File: src/rtl/ram_port_arbiter.sv
// rtl/ram_port_arbiter.sv - round-robin two-port arbiter for a single-port data RAM
module ram_port_arbiter #(
  parameter int ADDR_W = 32,
  parameter int DATA_W = 32,
  parameter int RD_LAT = 1
) (
  input  logic              clk,
  input  logic              rst,
  input  logic              req0,
  input  logic              we0,
  input  logic [ADDR_W-1:0] addr0,
  input  logic [DATA_W-1:0] wdata0,
  output logic              gnt0,
  output logic              rvalid0,
  output logic [DATA_W-1:0] rdata0,
  output logic              cpu_stall,
  input  logic              req1,
  input  logic              we1,
  input  logic [ADDR_W-1:0] addr1,
  input  logic [DATA_W-1:0] wdata1,
  output logic              gnt1,
  output logic              rvalid1,
  output logic [DATA_W-1:0] rdata1,
  output logic              mem_we,
  output logic [ADDR_W-1:0] mem_addr,
  output logic [DATA_W-1:0] mem_wdata,
  input  logic [DATA_W-1:0] mem_rdata
);

  typedef enum logic {IDLE, RD_WAIT} state_t;

  localparam logic [2:0] LAT = 3'(RD_LAT);

  state_t            state;
  logic              last_winner;
  logic              rd_owner;
  logic [2:0]        rd_cnt;
  logic [ADDR_W-1:0] rd_addr;

  logic              rd_done;
  logic              can_issue;
  logic              grant;
  logic              win;
  logic              win_we;
  logic [ADDR_W-1:0] win_addr;
  logic [DATA_W-1:0] win_wdata;

  // Arbitration and RAM pin drive: a finishing read frees the RAM in the same cycle
  always_comb begin
    rd_done   = (state == RD_WAIT) && (rd_cnt == 3'd1);
    can_issue = !rst && ((state == IDLE) || rd_done);
    win       = (req0 && req1) ? ~last_winner : req1;
    grant     = can_issue && (req0 || req1);
    win_we    = win ? we1    : we0;
    win_addr  = win ? addr1  : addr0;
    win_wdata = win ? wdata1 : wdata0;

    gnt0      = grant && !win;
    gnt1      = grant && win;
    mem_we    = grant && win_we;
    mem_wdata = grant ? win_wdata : '0;
    if (grant)
      mem_addr = win_addr;
    else if (state == RD_WAIT)
      mem_addr = rd_addr;
    else
      mem_addr = '0;

    rvalid0   = rd_done && !rd_owner;
    rvalid1   = rd_done && rd_owner;
    rdata0    = rvalid0 ? mem_rdata : '0;
    rdata1    = rvalid1 ? mem_rdata : '0;

    // Stalled while waiting for a grant, or from read issue until its data returns
    cpu_stall = !rst && ((req0 && !gnt0) || (gnt0 && !we0) ||
                         ((state == RD_WAIT) && !rd_owner && !rvalid0));
  end

  // FSM: track the single outstanding read and the round-robin history
  always_ff @(posedge clk or posedge rst) begin
    if (rst) begin
      state       <= IDLE;
      last_winner <= 1'b1;
      rd_owner    <= 1'b0;
      rd_cnt      <= 3'd0;
      rd_addr     <= '0;
    end else begin
      if (state == RD_WAIT)
        rd_cnt <= rd_cnt - 3'd1;
      if (rd_done)
        state <= IDLE;
      if (grant) begin
        last_winner <= win;
        if (!win_we) begin
          state    <= RD_WAIT;
          rd_cnt   <= LAT;
          rd_owner <= win;
          rd_addr  <= win_addr;
        end
      end
    end
  end

endmodule

File: config.mk
export PLATFORM = sky130hd
export DESIGN_NAME = ram_port_arbiter
export DESIGN_NICKNAME = d
export VERILOG_FILES = /design/src/rtl/ram_port_arbiter.sv
export SDC_FILE = /design/constraint.sdc
export NUM_CORES = 1
export LEC_CHECK = 0
export BUFFER_PORTS_ARGS = -buffer_cell sky130_fd_sc_hd__buf_4
export CORE_AREA = 4 4 113 115
export CTS_CLUSTER_SIZE = 24
export DETAILED_ROUTE_END_ITERATION = 8
export DIE_AREA = 0 0 117 119
export PLACE_DENSITY = 0.67
export SETUP_SLACK_MARGIN = 0.3
export SYNTH_ARGS = -nofsm -noshare
export SYNTH_HDL_FRONTEND = slang
export SYNTH_SLANG_ARGS = --single-unit
File: constraint.sdc
create_clock -name clk -period 2.9 [get_ports clk]
set_clock_uncertainty 0.1 [all_clocks]
set_input_delay 0.145 -clock clk [delete_from_list [all_inputs] [get_ports clk]]
set_output_delay 0.145 -clock clk [all_outputs]
set_load 0.05 [all_outputs]
==> impl_metrics.csv <==
group,metric,value,unit
placement,pre_cts_slack,0.360,ns
yosys,synth_seq_cells,38,
timing,setup_ws,0.425,ns
placement,post-dp-hpwl,11900,um
clock_network,clkSinkCount,38,
finish,final_cell_mix,"309 x buf_4, 81 x and2_1, 72 x nand2_1",
clock_network,h-tree-depth,2,
global_routing,overflow,0,
placement,io_buffers,299,
clock_network,clock-root-buffer,"clkbuf_16",
floorplanning,start_util,0.282,
timing,finalSetupTns,0,ns
timing,fmax,404,MHz
timing,slew_viol_final,0,
yosys,yosys_most_used_dff,"dfrtp_1",
drt,drt_iter0_markers,200,
timing,worst_pin_slew,0.879,ns
clock_network,cts.clk_slew.worst_paths,0.06,ns
placement,place_inst,834,
run_status,failed_checks,"negative hold slack",
setup_path,ff2ff_path_depth,7,
setup_path,slowest_stage,"buf_4",
yosys,syn_area_per_cell,8.13,sq um
floorplanning,die_x,117,um
setup_path,critPathMaxFanout,41,
setup_path,crit_type,"register to output port",
timing,relSlewSlack,0.414,
yosys,seq_area_frac_synth,0.286,
timing,holdWs,-0.00565,ns
setup_path,rr_endpoint,"rd_addr[19]$_DFFE_PP0P_",
drt,drc_errors,0,
job,cap_viol_max_count,0,
run_status,status,"finished, violations left",
setup_path,path_depth,5,
pwr,p_leak,0.00325,uW
finish,fill_cells,1152,
yosys,synth_edf_count,0,
global_routing,track_usage,0.195,
global_routing,grt_start_max_net_pins,87,
timing,layout_min_cycle_time,2.47,ns
yosys,syn-num-nets,578,
drt,postRouteWirelength,14300,um
yosys,yosys_warnings,0,
floorplanning,die_h,119,um
setup_path,cp-endpoint,"mem_addr[12]",
setup_path,cp-startpoint,"last_winner$_DFFE_PP1P_",
yosys,synthDistinctLibCells,29,
finish,final_common_cell,"buf_4",
finish,drive_gt1_frac,0.537,
clock_network,ctsLongestPathBuffers,2,
finish,fin_cells,843,
pwr,ir_drop,0.480,mV
setup_path,critPathLaunchType,"register",
global_routing,antenna_found_initial,2,
hold_path,hold_class,"input port to asynchronous set/reset pin",
placement,place_congestion,0.860,
clock_network,clk_latency,0.28,ns
setup_path,cp-end-kind,"output port",
yosys,synthesis.area,3330,sq um
setup_path,crit_arrival,2.23,ns
setup_path,slowest_delay,0.47,ns
setup_path,rrSetupSlack,0.61,ns
timing,setup_viol,0,
drt,ant_nets,0,
floorplanning,die_area,13900,sq um
yosys,syn-instance-count,410,
finish,final_util,0.499,
setup_path,crit_family,"multiplexers",
timing,rsz0062_at_grt,"false",
clock_network,tritoncts,"yes",
drt,drt-vias-per-instance,4.65,
drt,drt_pre_antenna_iters,4,
timing,period_share,0.853,
finish,synthToLayoutAreaGrowth,76.6,%
pwr,p_per_area,869,nW/um^2
clock_network,post_cts_buffers,0,
setup_path,cp.required,2.65,ns
floorplanning,num_io_pins,300,
global_routing,grt_pass1_vias,4107,
clock_network,numCtsBuffers,5,
yosys,async_flop_share,1.00,
setup_path,path_cells,"a21boi_4 > buf_4 > mux2_2 > mux2_2 > buf_4",
setup_path,cp.buffers_inverters,2,
floorplanning,core-area,11800,sq um
setup_path,r2r_start,"rd_cnt[1]$_DFF_PP0_",
finish,final_nets,862,
timing,final_hold_viol_count,11,
global_routing,grt_pass1_wl,21400,um
drt,via_count,3921,
floorplanning,rows,40,
drt,wl_per_cell,17.0,um
==> through the flow <==
step	power, uW	area, sq um	hold WS [ns]
finish	5120	5890	-0.00565
detailed placement	4610	5720	0.332
global route	5440	5890	0.0818
floorplan	3510	3340	0.199
global placement	4550	5720	0.318
CTS	5180	5880	0.0307
==> layout make-up <==
class	instances	area, sq um	share of cell area
clock buffer	6	139	0.0236
clock inverter	2	12.5	0.00212
multi-input combinational	319	2180	0.371
inverter	20	75.1	0.0127
timing repair buffer	310	2340	0.397
sequential	38	952	0.162
tap	147	184	0.0312
antenna	1	2.50	0.000425
==> per-layer routing <==
layer,share of wire,global-route usage,vias to the layer above
met3,0.080,0.0498,23
met4,0.027,0.0688,2
met2,0.56,0.374,152
met5,0.00091,0,-
met1,0.34,0.197,1832
li1,-,-,1912
==> repair_timing <==
action | CTS | global route
pin swaps | 0 | 0
hold buffers | 0 | 0
setup endpoints to repair | 24 | 1
gates resized for setup | 2 | 1
==> Yosys cell counts, types with 2 or more instances <==
cell type	count	area share
and2_1	81	0.15
nand2_1	72	0.081
mux2_2	38	0.13
dfrtp_1	37	0.28
mux2i_1	33	0.099
a21oi_1	32	0.048
inv_1	20	0.023
o21ai_0	18	0.027
nand3_1	16	0.024
clkbuf_1	15	0.017
mux2_4	10	0.045
buf_1	8	0.0090
buf_2	7	0.011
nor2_1	5	0.0056
buf_4	2	0.0045
ha_1	2	0.0075
xnor2_1	2	0.0053
==> flip-flops by register name, indices dropped and copies added (netlist names) <==
name and count:
last_winner 1, rd_addr 32, rd_cnt 3, rd_owner 1, state 1
==> worst min-delay path by stage <==
stage / slack (ns) / endpoint / start / cells past startpoint
CTS: 0.03 / rd_addr[0]$_DFFE_PP0P_ / rst / 2
finish: -0.006 / rd_addr[0]$_DFFE_PP0P_ / rst / 2
detailed placement: 0.33 / rd_addr[0]$_DFFE_PP0P_ / rst / 2
global placement: 0.32 / rd_owner$_DFFE_PP0P_ / rst / 2
floorplan: 0.20 / rd_owner$_DFFE_PP0P_ / we0 / 2
global route: 0.08 / rd_addr[2]$_DFFE_PP0P_ / rst / 2
==> kinds of logic (layout without fill, tap and decap cells) <==
logic type / count (synthesis) / after routing / share of synthesized area
AOI/OAI and AO/OA: 57 / 57 / 0.0916
adders and majority gates: 2 / 2 / 0.00750
xor gates and xnor gates: 2 / 2 / 0.00525
buffers and inverters: 53 / 338 / 0.0668
DFF: 38 / 38 / 0.286
and+or+nand+nor: 177 / 177 / 0.271
muxes: 81 / 81 / 0.272
other: 0 / 1 / 0
==> where the power goes <==
part | internal [uW] | total (uW) | switching (uW)
combinational | 1300 | 3620 | 2320
clock | 340 | 544 | 204
sequential | 805 | 955 | 151
total | 2440 | 5120 | 2680
(Power assumes the default switching activity.)
